$ cat src/rtl/uart_tx_arb.sv
// uart_tx_arb: shares one UART transmitter between 1-byte command responses
// and a 7-byte telemetry frame (header, pitch, roll, yaw; MSB first).
// Responses win over a pending frame, but a running frame is atomic.
// Optional build macro UART_TX_ARB_RESP_PREEMPT_EN lets a pending response
// slip in between two frame bytes; the frame resumes afterwards unchanged.
module uart_tx_arb #(
    parameter logic [7:0] TLM_HDR = 8'hAA
) (
    input  logic        clk,
    input  logic        rst_n,
    input  logic        send_resp,
    input  logic [7:0]  resp,
    input  logic        tlm_trig,
    input  logic [15:0] ptch,
    input  logic [15:0] roll,
    input  logic [15:0] yaw,
    input  logic        tx_done,
    output logic        trmt,
    output logic [7:0]  tx_data,
    output logic        tlm_drop,
    output logic        resp_ovfl
);

    typedef enum logic [2:0] {
        IDLE     = 3'd0,
        LAUNCH_R = 3'd1,
        WAIT_R   = 3'd2,
        LAUNCH_T = 3'd3,
        WAIT_T   = 3'd4
    } state_t;

    state_t      state_reg, state_next;
    logic [2:0]  idx_reg, idx_next;
    logic [7:0]  resp_buf_reg;
    logic        resp_full_reg;
    logic [47:0] frame_reg;
    logic        tlm_pend_reg;
    logic        frame_active_reg;
    logic [7:0]  tx_data_reg;
    logic        tlm_drop_reg;
    logic        resp_ovfl_reg;

    logic        launch_r;
    logic        launch_t;
    logic        tlm_accept;
    logic [7:0]  frame_byte [0:7];

    // Frame byte table: header followed by the snapshot, most significant first.
    // Entry 7 is never launched; it only keeps the 3-bit index in range.
    assign frame_byte[0] = TLM_HDR;
    assign frame_byte[7] = 8'h00;
    generate
        for (genvar gi = 1; gi < 7; gi++) begin : g_frame_byte
            assign frame_byte[gi] = frame_reg[55-8*gi -: 8];
        end
    endgenerate

    // A byte is launched on the edge that enters a LAUNCH state; the buffer
    // is consumed and tx_data loaded on that same edge.
    assign launch_r   = (state_next == LAUNCH_R);
    assign launch_t   = (state_next == LAUNCH_T);
    assign tlm_accept = tlm_trig && !tlm_pend_reg && !frame_active_reg;

    // State register
    always_ff @(posedge clk or negedge rst_n) begin
        if (!rst_n) begin
            state_reg <= IDLE;
            idx_reg   <= 3'd0;
        end else begin
            state_reg <= state_next;
            idx_reg   <= idx_next;
        end
    end

    // Next-state and byte-index selection
    always_comb begin
        state_next = state_reg;
        idx_next   = idx_reg;
        case (state_reg)
            IDLE: begin
                if (resp_full_reg) begin
                    state_next = LAUNCH_R;
                end else if (tlm_pend_reg) begin
                    state_next = LAUNCH_T;
                    idx_next   = 3'd0;
                end
            end
            LAUNCH_R: state_next = WAIT_R;
            WAIT_R: begin
                if (tx_done) begin
`ifdef UART_TX_ARB_RESP_PREEMPT_EN
                    // An inserted response returns straight to the frame.
                    state_next = frame_active_reg ? LAUNCH_T : IDLE;
`else
                    state_next = IDLE;
`endif
                end
            end
            LAUNCH_T: state_next = WAIT_T;
            WAIT_T: begin
                if (tx_done) begin
                    if (idx_reg == 3'd6) begin
                        state_next = IDLE;
                        idx_next   = 3'd0;
                    end else begin
                        idx_next = idx_reg + 3'd1;
`ifdef UART_TX_ARB_RESP_PREEMPT_EN
                        state_next = resp_full_reg ? LAUNCH_R : LAUNCH_T;
`else
                        state_next = LAUNCH_T;
`endif
                    end
                end
            end
            default: begin
                state_next = IDLE;
                idx_next   = 3'd0;
            end
        endcase
    end

    // Launch strobe is a pure function of state
    always_comb begin
        trmt = (state_reg == LAUNCH_R) || (state_reg == LAUNCH_T);
    end

    // Response buffer and sticky overflow flag
    always_ff @(posedge clk or negedge rst_n) begin
        if (!rst_n) begin
            resp_buf_reg  <= 8'h00;
            resp_full_reg <= 1'b0;
            resp_ovfl_reg <= 1'b0;
        end else begin
            if (launch_r) begin
                resp_full_reg <= 1'b0;
            end
            if (send_resp) begin
                resp_buf_reg  <= resp;
                resp_full_reg <= 1'b1;
                if (resp_full_reg && !launch_r) begin
                    resp_ovfl_reg <= 1'b1;
                end
            end
        end
    end

    // Telemetry snapshot, pending flag, frame-in-progress flag and drop pulse
    always_ff @(posedge clk or negedge rst_n) begin
        if (!rst_n) begin
            frame_reg        <= 48'h0;
            tlm_pend_reg     <= 1'b0;
            frame_active_reg <= 1'b0;
            tlm_drop_reg     <= 1'b0;
        end else begin
            tlm_drop_reg <= tlm_trig && !tlm_accept;
            if (tlm_accept) begin
                frame_reg    <= {ptch, roll, yaw};
                tlm_pend_reg <= 1'b1;
            end else if (state_reg == LAUNCH_T && idx_reg == 3'd0) begin
                tlm_pend_reg <= 1'b0;
            end
            if (launch_t && idx_next == 3'd0) begin
                frame_active_reg <= 1'b1;
            end else if (state_reg == WAIT_T && tx_done && idx_reg == 3'd6) begin
                frame_active_reg <= 1'b0;
            end
        end
    end

    // Transmit data register: changes only when a byte is launched
    always_ff @(posedge clk or negedge rst_n) begin
        if (!rst_n) begin
            tx_data_reg <= 8'h00;
        end else if (launch_r) begin
            tx_data_reg <= resp_buf_reg;
        end else if (launch_t) begin
            tx_data_reg <= frame_byte[idx_next];
        end
    end

    assign tx_data   = tx_data_reg;
    assign tlm_drop  = tlm_drop_reg;
    assign resp_ovfl = resp_ovfl_reg;

endmodule
$ cat config.mk
export PLATFORM = sky130hd
export DESIGN_NAME = uart_tx_arb
export DESIGN_NICKNAME = d
export VERILOG_FILES = /design/src/rtl/uart_tx_arb.sv
export SDC_FILE = /design/constraint.sdc
export NUM_CORES = 1
export LEC_CHECK = 0
export BUFFER_PORTS_ARGS = -buffer_cell sky130_fd_sc_hd__buf_2
export CAP_MARGIN = 10
export CELL_PAD_IN_SITES_DETAIL_PLACEMENT = 1
export CELL_PAD_IN_SITES_GLOBAL_PLACEMENT = 1
export CORE_UTILIZATION = 30
export DETAILED_ROUTE_END_ITERATION = 7
export GPL_ROUTABILITY_DRIVEN = 0
export PLACE_DENSITY = 0.72
export SLEW_MARGIN = 20
export SYNTH_ARGS = -nofsm -noshare
export SYNTH_HDL_FRONTEND = slang
export SYNTH_SLANG_ARGS = --single-unit
export TNS_END_PERCENT = 50
$ cat constraint.sdc
create_clock -name clk -period 2 [get_ports clk]
set_input_delay 0.1 -clock clk [delete_from_list [all_inputs] [get_ports clk]]
set_output_delay 0.1 -clock clk [all_outputs]
set_load 0.1 [all_outputs]
[Word level (Yosys, flattened, before mapping)]
Cells that the tools add are included.
Storage, ports and cells
  bits in registers: 75
  logic and storage cells: 64
  input bits: 61
  output and inout port bits: 11
Cells by class
  muxes and demuxes: 22
  $lt $le $gt $ge: 1
  add/subtract/negate cells: 1
  equal/unequal tests: 7
  bitwise operators: 1
  reductions and logical operators: 22
Operators with widths (count)
  2-to-1 mux 8 bit: 4
  binary-select mux 8 bit (select 3 bit): 1
  2-to-1 mux 3 bit: 8
  one-hot mux 3 bit (5 select lines): 1
  equality test 3 x 2 -> 1 bit, second input constant: 3
  logical NOT 3 bit: 3
  one-hot mux 3 bit (3 select lines): 1
  logical AND 1 bit: 8
  nonzero test 2 bit: 4
  equality test 3 x 1 -> 1 bit, second input constant: 2
  equality test 3 bit, second input constant: 2
  2-to-1 mux 1 bit: 6
  >= comparator 4 bit, second input constant: 1
  logical NOT 1 bit: 4
  NOT 3 -> 4 bit: 1
  adder 3 x 1 -> 3 bit, second input constant: 1
  OR reduction 3 bit: 1
  2-to-1 mux 2 bit: 1
  AND reduction 2 bit: 1
  logical OR 1 bit: 1

[Logic depth before layout (Yosys ltp)]
  depth in word-level cells: 10
  mapped depth: 9
  depth with buffers taken out: 7

[Least setup slack after synthesis]
No wires, ideal clock.
  path kind: register to register
  start point: register state_reg[2]
  end point: register tlm_pend_reg
  data arrival time: 2516 ps
  stages on the path, launching flop included: 6
  data required time: 1872 ps
  path buffers: 1
  setup time: 128 ps
  slack: -645 ps
  period minus slack after synthesis: 2645 ps
  cells stage by stage: dfrtp_1 -> clkbuf_1 -> nor2b_1 -> nand2_1 -> o41ai_1 -> nand2b_1
Between the ends
  cells in the longest elaborated chain, start to end: 3
RTL lines
  start, declared: RTL line 32  | state_t state_reg, state_next;
  start signal, assigned: RTL line 70  | state_reg <= state_next;
  equality test 3 x 2 -> 1 bit: RTL line 159  | end else if (state_reg == LAUNCH_T && idx_reg == 3'd0) begin
  logical AND 1 bit: RTL line 159
  nonzero test 2 bit (no source line)
  end signal, assigned: RTL line 151  | tlm_pend_reg <= 1'b0;
  end signal, assigned: RTL line 158  | tlm_pend_reg <= 1'b1;
  end signal, assigned: RTL line 160  | tlm_pend_reg <= 1'b0;
  end, declared: RTL line 37  | logic tlm_pend_reg;
No other way between the ends.
A chain may end at the register's enable or synchronous reset.

[Worst setup path after layout]
  start point: register state_reg[1]
  end point: register tx_data_reg[0] (netlist: tx_data[0])
Between the ends
  cells in the longest elaborated chain, start to end: 9
  elaborated cells on any way between the ends: 21
  those cells by class: 6 x eq/ne; 11 x mux; 1 x bitwise; 3 x reduce/logical
RTL lines
  equality test 3 x 1 -> 1 bit or equality test 3 x 2 -> 1 bit (tied branches): RTL line 79  | case (state_reg)
  OR reduction 3 bit (no source line)
  one-hot mux 3 bit (3 select lines): RTL line 79
  NOT 3 -> 4 bit (implied by the code): RTL line 177  | tx_data_reg <= frame_byte[idx_next];
  binary-select mux 8 bit (select 3 bit): RTL line 177
  2-to-1 mux 8 bit (implied by the code) (2 in a row): RTL line 177
  2-to-1 mux 8 bit: RTL line 176  | end else if (launch_t) begin
  2-to-1 mux 8 bit: RTL line 174  | end else if (launch_r) begin
  end signal, assigned: RTL line 175  | tx_data_reg <= resp_buf_reg;
  end signal, assigned: RTL line 177
  end, declared: RTL line 39  | logic [7:0] tx_data_reg;
Parallel ways exist; a longest one is shown, timed or not. The select of a mux whose other input is x is not followed.

==> flow_summary_export.csv <==
group,metric,value,unit
outcome,status,"complete, but fails checks",
outcome,violations,"setup timing",
finish,fin_area,0.00523,mm2
synthesis,syn-mean-instance-area,13.5,um2
synthesis,synth.area.mux_share,0.245,
setup_path,cp.arrival,2.37,ns
drt,drt_pre_antenna_iters,4,
clock_tree,clk_pin_slew,0.07,ns
drt,drtAntennaViolNets,0,
placed_design,io_buffers,71,
finish,drive_gt1_frac,0.572,
synthesis,synth_top_family_by_area,"multiplexers",
synthesis,netlist_area,0.00344,mm2
job,maxCapViolCount,0,
floorplan,start_util,0.313,
global_route,antenna_found_initial,0,
synthesis,synthTopCellsByArea,"dfrtp_1 (55%), mux2_2 (21%), mux2_4 (2.6%)",
setup_path,worstSetupEndpointType,"flip-flop",
setup_path,path_buf_inv,2,
timing,skew,0.00946,ns
clock_tree,htreeDepth,3,
power_and_ir_drop,leakagePower,0.00226,uW
floorplan,fp.dieH,109,um
power_and_ir_drop,power_density,1580,mW/mm2
floorplan,core_area,0.0110,mm2
placed_design,hpwl,6930,um
finish,multi_input_area,0.00167,mm2
placed_design,place_area,0.00419,mm2
timing,worst_slack,-0.173,ns
drt,vias_per_cell,5.16,
synthesis,synth-seq-cells,75,
global_route,gr-total-overflow,0,
finish,nets,460,
setup_path,slowest_stage,"dfrtp_2",
synthesis,seq_area_frac_synth,0.546,
global_route,grt_usage,0.204,
timing,timing.final.crit_share,1.09,
timing,fin_crit,2.17,ns
timing,hold_viol_final,0,
timing,clock.fmax,0.460,GHz
synthesis,synth_top_area_cell,"dfrtp_1",
timing,setup_violations,9,
finish,final_core_util,0.476,
setup_path,path_class,"flip-flop to flip-flop",
synthesis,synth_cells,254,
setup_path,max_stage_delay,0.45,ns
timing,slew_headroom,0.613,
finish,synthToLayoutAreaGrowth,52.0,%
worst_hold_path,hold_path_class,"primary input to flip-flop",
setup_path,crit_family,"compound AO/OA/AOI/OAI gates",
clock_tree,clock-sinks,75,
timing,rsz0062_at_grt,"yes",
synthesis,synth_top_area_frac,0.546,
finish,fill_cells,1094,
drt,drt-initial-drc-count,180,
drt,wl_per_cell,20.7,um
clock_tree,cts_tree,"built",
global_route,grt_first_pass_wirelength,17500,um
floorplan,die_area,0.0119,mm2
drt,num_vias,2805,
timing,whs,0.00402,ns
timing,finalMaxSlewViolations,0,
setup_path,start_kind,"flip-flop",
finish,ff_latch_area,0.00188,mm2
synthesis,synthSimpleGateAreaFrac,0.0739,
clock_tree,cts_buffers,9,
global_route,grt_pass1_vias,3182,
synthesis,async_flop_share,1.00,
finish,largest_reg_flops,48,
clock_tree,cts_root_buf,"clkbuf_16",
synthesis,yosys-top-cells-count,"dfrtp_1 (75), mux2_2 (64), nand2_1 (10)",
timing,tightest_slew,0.576,ns
global_route,grt_max_degree,44,
clock_tree,clk_latency,0.34,ns
synthesis,synth-adder-area-share,0,
floorplan,ios,72,
synthesis,ys_types,41,
synthesis,ys_warn_count,0,
setup_path,required,2.20,ns
synthesis,synth_nets,315,
clock_tree,cts_buffer_depth,2,
power_and_ir_drop,vdd_drop_max,0.000559,V
synthesis,yosysMostFrequentCell,"dfrtp_1",
finish,insertedDiodeCount,0,
drt,drc_errors,0,
synthesis,synth_compound_area_frac,0.110,
setup_path,crit_path_max_fanout,9,
floorplan,die_w,109,um
synthesis,synthFlopType,"dfrtp_1",
synthesis,post_synth_xor_area_fraction,0,
synthesis,synth-edff-count,0,
setup_path,path_cells,"nor4b_4 > o2bb2ai_1 > a21oi_2 > inv_2 > buf_12 > mux2_4 > a221oi_4 > o21ai_2",
drt,routed_wl,11300,um
floorplan,rows,38,
-- final timing paths --
kind | start | end | slack [ns] | cells after the start
worst max-delay path | state_reg[1]$_DFF_PN0_ | tx_data[0]$_DFFE_PN0P_ | -0.17 | 8
worst min-delay path | roll[6] | frame_reg[22]$_DFFE_PN0P_ | 0.004 | 2
worst max register to register | state_reg[1]$_DFF_PN0_ | tx_data[0]$_DFFE_PN0P_ | -0.17 | 8
worst min register to register | resp_ovfl$_DFFE_PN0P_ | resp_ovfl$_DFFE_PN0P_ | 0.46 | 1
max in group asynchronous | rst_n | resp_buf_reg[0]$_DFFE_PN0P_ | 1.18 | 3
min in group asynchronous | rst_n | frame_reg[18]$_DFFE_PN0P_ | 0.22 | 2
-- power by group --
part | leakage (uW) | switching, uW | internal [uW]
registers | 0.000891 | 535 | 2190
logic | 0.00121 | 1990 | 1680
clock network | 0.000159 | 650 | 1220
total | 0.00226 | 3170 | 5090
-- metrics by stage --
step | instances | TNS, ns | setup WS (ns) | power [uW]
floorplan | 254 | -0.108 | -0.0362 | 4730
global placement | 482 | -0.271 | -0.111 | 5630
detailed placement | 482 | -0.935 | -0.199 | 5750
CTS | 538 | -0.409 | -0.0645 | 8000
global route | 544 | -1.66 | -0.227 | 8620
finish | 544 | -1.11 | -0.173 | 8260
-- placed cells by master (no fill, tap or decap), drive strengths merged --
master / Yosys / final
or2: 1 / 1
clkinvlp: 0 / 2
o21a: 1 / 1
inv: 4 / 4
bufinv: 0 / 3
o32ai: 1 / 1
o2111ai: 4 / 4
nand3b: 1 / 1
o2bb2ai: 2 / 2
a31oi: 2 / 2
nand2b: 3 / 3
nor2b: 3 / 3
o22a: 5 / 5
o31ai: 2 / 2
nor3: 1 / 1
dlygate4sd3: 0 / 38
buf: 4 / 107
o41ai: 1 / 1
a31o: 1 / 1
nand4bb: 1 / 1
o211a: 1 / 1
or2b: 3 / 3
dfrtp: 75 / 75
mux2: 70 / 70
nor2: 8 / 8
mux2i: 3 / 3
a221oi: 7 / 7
nor3b: 5 / 5
nor4b: 1 / 1
clkbuf: 8 / 10
a21oi: 3 / 3
a22oi: 8 / 8
a21o: 1 / 1
bufbuf: 0 / 1
clkinv: 1 / 2
nor4: 1 / 1
o21ai: 12 / 12
nand2: 10 / 10
-- worst reg2reg max path, delay by kind of cell (launching register included) --
kind	cells	cell delay [ns]
AOI/OAI and AO/OA	4	0.66
buffers and inverters	2	0.26
DFF	1	0.45
muxes	1	0.33
and+or+nand+nor	1	0.32
-- area by class of cell --
cell class / count / area share
clock buffers: 10 / 0.0438
clock inverters: 6 / 0.0218
inverters: 5 / 0.00383
multi-input cells: 162 / 0.320
flip-flops and latches: 75 / 0.360
well taps: 140 / 0.0335
repair buffers: 146 / 0.218
-- repair_timing --
item	4_1_cts	5_1_grt
gates cloned	2	0
pin swaps	7	7
resized for setup	25	12
hold endpoints to repair	49	2
setup buffers	2	4
hold buffers	36	2
endpoints found under the setup margin	9	9
-- kinds of logic after synthesis --
group	after synthesis
buf+inv	17
flops	75
mux	73
simple gates	38
compound gates	51
-- metal layers --
| metal | share of wire | vias to the layer above | global-route usage |
|---|---|---|---|
| li1 | - | 1243 | - |
| met1 | 0.39 | 1438 | 0.229 |
| met2 | 0.53 | 93 | 0.356 |
| met3 | 0.049 | 31 | 0.0442 |
| met4 | 0.031 | 0 | 0.118 |
| met5 | 0 | - | 0 |
No activity file was read; power rests on OpenSTA's default activity.
